$ cat src/rtl/sr4_byte_assembler.sv
// Byte assembler downstream of a 4-bit shift register. It tracks the shared shift enable,
// pairs two captured nibbles into a byte, and queues bytes in a 2-entry valid/ready FIFO.
module sr4_byte_assembler #(
  parameter int CNT_W = 16
) (
  input  logic             CLK,
  input  logic             R,
  input  logic             CE,
  input  logic [3:0]       Q,
  input  logic             ALIGN,
  output logic [7:0]       DOUT,
  output logic             VALID,
  input  logic             READY,
  output logic             OVF,
  output logic [CNT_W-1:0] BYTE_CNT
);

  // Nibble tracking state
  logic [1:0]       r_bit_cnt;
  logic             r_pend;
  logic             r_phase;
  logic [3:0]       r_hi;

  // FIFO: r_head is the visible head byte, r_tail the second entry
  logic [7:0]       r_head;
  logic [7:0]       r_tail;
  logic [1:0]       r_occ;

  // Monitoring
  logic             r_ovf;
  logic [CNT_W-1:0] r_byte_cnt;

  // Next-state values
  logic [1:0]       w_bit_cnt_nxt;
  logic             w_pend_nxt;
  logic             w_phase_nxt;
  logic [3:0]       w_hi_nxt;
  logic [7:0]       w_head_nxt;
  logic [7:0]       w_tail_nxt;
  logic [1:0]       w_occ_nxt;
  logic             w_ovf_nxt;
  logic [CNT_W-1:0] w_byte_cnt_nxt;

  // Handshake / push decode
  logic             w_pop;
  logic             w_push_req;
  logic             w_push_ok;
  logic [7:0]       w_byte;

  // A pending capture that coincides with ALIGN is thrown away, so it never pushes.
  always_comb begin
    w_pop      = (r_occ != 2'd0) && READY;
    w_push_req = r_pend && r_phase && !ALIGN;
    w_push_ok  = w_push_req && ((r_occ != 2'd2) || w_pop);
    w_byte     = {r_hi, Q};
  end

  // Bit counter, capture strobe and nibble placement.
  // NOTE: every signal written here gets its default first so no latch can be inferred.
  always_comb begin
    w_bit_cnt_nxt = r_bit_cnt;
    w_pend_nxt    = 1'b0;
    w_phase_nxt   = r_phase;
    w_hi_nxt      = r_hi;

    if (ALIGN) begin
      w_bit_cnt_nxt = CE ? 2'd1 : 2'd0;
      w_phase_nxt   = 1'b0;
    end else begin
      if (CE) begin
        w_bit_cnt_nxt = r_bit_cnt + 2'd1;
      end
      w_pend_nxt = CE && (r_bit_cnt == 2'd3);
      // Q still holds the completed nibble here; SR4RE only moves on this edge.
      if (r_pend) begin
        if (!r_phase) begin
          w_hi_nxt    = Q;
          w_phase_nxt = 1'b1;
        end else begin
          w_phase_nxt = 1'b0;
        end
      end
    end
  end

  // FIFO update: a pop frees the slot a same-cycle push needs when full.
  always_comb begin
    w_head_nxt = r_head;
    w_tail_nxt = r_tail;
    w_occ_nxt  = r_occ;

    unique case ({w_push_ok, w_pop})
      2'b10: begin
        if (r_occ == 2'd0) begin
          w_head_nxt = w_byte;
          w_occ_nxt  = 2'd1;
        end else begin
          w_tail_nxt = w_byte;
          w_occ_nxt  = 2'd2;
        end
      end
      2'b01: begin
        w_occ_nxt = r_occ - 2'd1;
        if (r_occ == 2'd2) begin
          w_head_nxt = r_tail;
        end
      end
      2'b11: begin
        if (r_occ == 2'd1) begin
          w_head_nxt = w_byte;
        end else begin
          w_head_nxt = r_tail;
          w_tail_nxt = w_byte;
        end
      end
      default: begin
      end
    endcase
  end

  always_comb begin
    w_ovf_nxt      = r_ovf || (w_push_req && !w_push_ok);
    w_byte_cnt_nxt = r_byte_cnt + CNT_W'(w_push_ok);
  end

  // NOTE: state registers use non-blocking assignments so every flop samples pre-edge values.
  always_ff @(posedge CLK) begin
    if (R) begin
      r_bit_cnt  <= 2'd0;
      r_pend     <= 1'b0;
      r_phase    <= 1'b0;
      r_hi       <= 4'h0;
      r_head     <= 8'h00;
      r_tail     <= 8'h00;
      r_occ      <= 2'd0;
      r_ovf      <= 1'b0;
      r_byte_cnt <= '0;
    end else begin
      r_bit_cnt  <= w_bit_cnt_nxt;
      r_pend     <= w_pend_nxt;
      r_phase    <= w_phase_nxt;
      r_hi       <= w_hi_nxt;
      r_head     <= w_head_nxt;
      r_tail     <= w_tail_nxt;
      r_occ      <= w_occ_nxt;
      r_ovf      <= w_ovf_nxt;
      r_byte_cnt <= w_byte_cnt_nxt;
    end
  end

  assign DOUT     = r_head;
  assign VALID    = (r_occ != 2'd0);
  assign OVF      = r_ovf;
  assign BYTE_CNT = r_byte_cnt;

endmodule

$ cat config.mk
export PLATFORM = sky130hd
export DESIGN_NAME = sr4_byte_assembler
export DESIGN_NICKNAME = d
export VERILOG_FILES = /design/src/rtl/sr4_byte_assembler.sv
export SDC_FILE = /design/constraint.sdc
export NUM_CORES = 1
export LEC_CHECK = 0
export CELL_PAD_IN_SITES_DETAIL_PLACEMENT = 0
export CELL_PAD_IN_SITES_GLOBAL_PLACEMENT = 1
export CORE_MARGIN = 5
export CORE_UTILIZATION = 35
export CTS_CLUSTER_SIZE = 40
export DETAILED_ROUTE_END_ITERATION = 10
export PLACE_DENSITY_LB_ADDON = 0.12
export SLEW_MARGIN = 20
export SYNTH_ARGS = -nofsm -noshare
export SYNTH_HDL_FRONTEND = slang
export SYNTH_SLANG_ARGS = --single-unit
$ cat constraint.sdc
create_clock -name CLK -period 2.2 [get_ports CLK]
set_input_delay 0.44 -clock CLK [delete_from_list [all_inputs] [get_ports CLK]]
set_output_delay 0.44 -clock CLK [all_outputs]
set_load 0.05 [all_outputs]
==> metrics <==
largest net degree at the start of global routing 44; diodes inserted 0; TritonCTS clock tree built; area of the core 0.00544 mm2; number of input and output port buffers inserted 34; syn_nets 216; clock tree skew after final layout 0.00588 ns; clock root buffer master sky130_fd_sc_hd__clkbuf_8; Int Power 1340 uW; critical path startpoint category flip-flop; required time of the worst setup path 1.76 ns; sink count of the clock tree 43; ranking of synthesized cells by area sky130_fd_sc_hd__dfxtp_1 (45%), sky130_fd_sc_hd__mux2i_1 (11%), sky130_fd_sc_hd__nor2_1 (6.2%), sky130_fd_sc_hd__ha_1 (3.9%), sky130_fd_sc_hd__xnor2_1 (3.6%); Synth Cell Area roughly 0.0019 mm2; antenna violations before repair 0; wire per inst 13.9 um; final period demand of the worst path 2.07 ns; Mean Syn Cell Area 9.59 um2; DP Cell Count 319; result of the run finished clean; Logic pwr share 34.0%; cts hold-fix bufs 0; worst hold path class reg -> reg; global routing usage summed across all routing layers 13.2%; Max rail drop VDD 0.000338 V; cell type of the slowest stage on the worst timing path sky130_fd_sc_hd__clkdlybuf4s50_1; cell accounting for the most synthesized area sky130_fd_sc_hd__dfxtp_1; proportion of synthesized chip area in sequential cells between 40% and 50%; count of different cell masters after synthesis 38; via density per instance 4.89; part of the total power dissipated in the clock network 24.1%; count of endpoints failing setup in the final report 0; count of state elements after synthesis 43; highest achievable clock rate 483 MHz; Setup TNS Final 0 ns; leakage power figure 0.000910 uW; fill cell count 532; post-synthesis compound-gate area fraction 12.3%; Final Max Slew Viols 0; share of layout cells above drive strength 1 17.3%; clock edge transition at the registers on the reported setup and hold paths 0.08 ns; post-synthesis async set-or-reset flop share 0%; remaining routing DRC violations 0; area share of the largest cell type after synthesis 44.6%; routability cong. a little over 0.8; Flop pwr share a little over two fifths; cell row count 27; die outline height about 84 um; adder-cell share of the synthesized area 3.89%; half-perimeter wire length after placement 3.31 mm; biggest cell delay along the critical path 0.86 ns; capturing element type of the critical path primary output; dominant combinational cell family by area after synthesis simple AND/OR/NAND/NOR gates; I/O Pins 35; switching share of power 34.9%; router iterations before antenna repair 4; Slew headroom 65.7%; critical path type reg -> out; clock latency on the worst-skew pair 0.29 ns; die extent in x 84.2 um; setup repair after global routing missed its margin no; synthesized-area fraction occupied by and/or/nand/nor cells 20.8%; setup bufs post-CTS 0; number of buffers added by the clock tree synthesis step 5; CP cell instances clkdlybuf4s50_1; sum of routed wire length over all layers 4.54 mm; most common cell after layout, fill and taps aside sky130_fd_sc_hd__dfxtp_1; Least-Margin Pin Slew 0.513 ns; Antenna Nets Post-Route 0; area growth from synthesis to layout 36.1%; crit share post-route 94.2%; global-route wire length before repair 7.69 mm; power density over the cells 782 mW/mm2; area used by multi-input combinational logic 0.00105 mm2; post-synthesis mux area share 10.9%; Worst EP arrival 1.63 ns; initial core utilization 35.4%; first-iteration detailed-routing DRC count 58; Sequential Area 861 um2; post-synthesis instance total about 200; total number of yosys warnings 0; most frequent cells in the layout sky130_fd_sc_hd__dfxtp_1 (43), sky130_fd_sc_hd__clkdlybuf4s50_1 (33), sky130_fd_sc_hd__nor2_1 (32), sky130_fd_sc_hd__mux2i_1 (21), sky130_fd_sc_hd__buf_4 (19); final hold viol count 0; number of global-route vias before repair 1617; H-tree lvl count 2; Finished Layout Cells 327; max-cap violations 0; buffers from clock root to sink, at most 2; family with the most delay on the worst path buffers and inverters; biggest fanout along the worst timing path 6; vias after detailed routing around 1600; xor and xnor area share after synthesis 4.54%; predominant post-synthesis flop cell sky130_fd_sc_hd__dfxtp_1; Total Nets Final approximately 270; total congestion overflow 0; count of flip-flops with a built-in enable after synthesis 0; net load switching power 715 uW; Crit path buffers/inverters 1; overall die area 0.00709 mm2
## power groups by stage
stage	Sequential, uW	Combinational (uW)	Clock (uW)
2_1_floorplan	1020	300	0
5_1_grt	869	751	546
3_3_place_gp	876	682	0
6_report	860	697	494
4_1_cts	861	701	517
3_5_place_dp	880	696	0
## Yosys cell counts, types with 3 or more instances
cell,instances
sky130_fd_sc_hd__buf_2,3
sky130_fd_sc_hd__xnor2_1,8
sky130_fd_sc_hd__a211oi_1,8
sky130_fd_sc_hd__nand4_1,4
sky130_fd_sc_hd__nor4_1,3
sky130_fd_sc_hd__nor3_1,6
sky130_fd_sc_hd__inv_1,6
sky130_fd_sc_hd__dfxtp_1,43
sky130_fd_sc_hd__nand3_1,5
sky130_fd_sc_hd__o21ai_0,6
sky130_fd_sc_hd__or3_1,3
sky130_fd_sc_hd__ha_1,6
sky130_fd_sc_hd__nor2_1,32
sky130_fd_sc_hd__nand2_1,5
sky130_fd_sc_hd__nor2b_1,4
sky130_fd_sc_hd__a21oi_1,10
sky130_fd_sc_hd__clkbuf_1,5
sky130_fd_sc_hd__mux2i_1,21
## flip-flops by register name, summed over array words and instances (netlist names)
signal     flops
r_pend         1
r_phase        1
r_tail         8
r_bit_cnt      2
BYTE_CNT      16
DOUT           8
r_hi           4
OVF            1
r_occ          2
## per-stage QoR
| stage | setup slack (ns) | instance area (um2) | hold WS, ns | total power (uW) | util, % |
|---|---|---|---|---|---|
| 2_1_floorplan | 0.00606 | 1940 | 0.460 | 1320 | - |
| 3_3_place_gp | -0.271 | 2510 | 0.456 | 1560 | 46.2 |
| 3_5_place_dp | -0.319 | 2510 | 0.458 | 1580 | 46.2 |
| 4_1_cts | 0.0548 | 2600 | 0.478 | 2080 | 47.8 |
| 5_1_grt | 0.0161 | 2630 | 0.490 | 2170 | 48.3 |
| 6_report | 0.128 | 2630 | 0.476 | 2050 | 48.3 |
## final cells by class
cell class	count	area share [%]
clock buffer	6	2.76
multi-input combinational	144	40.1
sequential	43	32.8
inverter	6	0.858
timing repair buffer	54	19.5
tap	72	3.43
clock inverter	2	0.477
## metal layers
layer	global-route usage, %	part of all wire [%]
met5	0	0
met4	5.26	1.4
met3	3.63	4.2
met2	22.5	49
met1	15.7	45
## path summary, 6_finish.rpt
kind | slack, ns | to | start | cells after the start
setup / recovery | 0.13 | BYTE_CNT[3] | BYTE_CNT[3]$_SDFF_PP0_ | 1
hold / removal | 0.48 | OVF$_SDFF_PP0_ | OVF$_SDFF_PP0_ | 2
setup reg to reg | 0.15 | BYTE_CNT[6]$_SDFF_PP0_ | r_occ[0]$_SDFFE_PP0P_ | 9
hold reg to reg | 0.48 | OVF$_SDFF_PP0_ | OVF$_SDFF_PP0_ | 2
## kinds of logic after synthesis
group           after synthesis
mux                          21
compound gates               34
fa+ha+maj                     6
xor+xnor                     10
simple gates                 73
flops                        43
buf+inv                      14
## timing repair
| item | in CTS | in global routing |
|---|---|---|
| setup endpoints to repair | 1 | 3 |
| resized for setup | 1 | 5 |
| pin swaps | 1 | 0 |
## worst min-delay path: stages (launching register included)
cell and delay (ns):
sky130_fd_sc_hd__dfxtp_1 0.33, sky130_fd_sc_hd__a31oi_1 0.04, sky130_fd_sc_hd__nor2_1 0.07
Power figures use the tool's default switching activity.
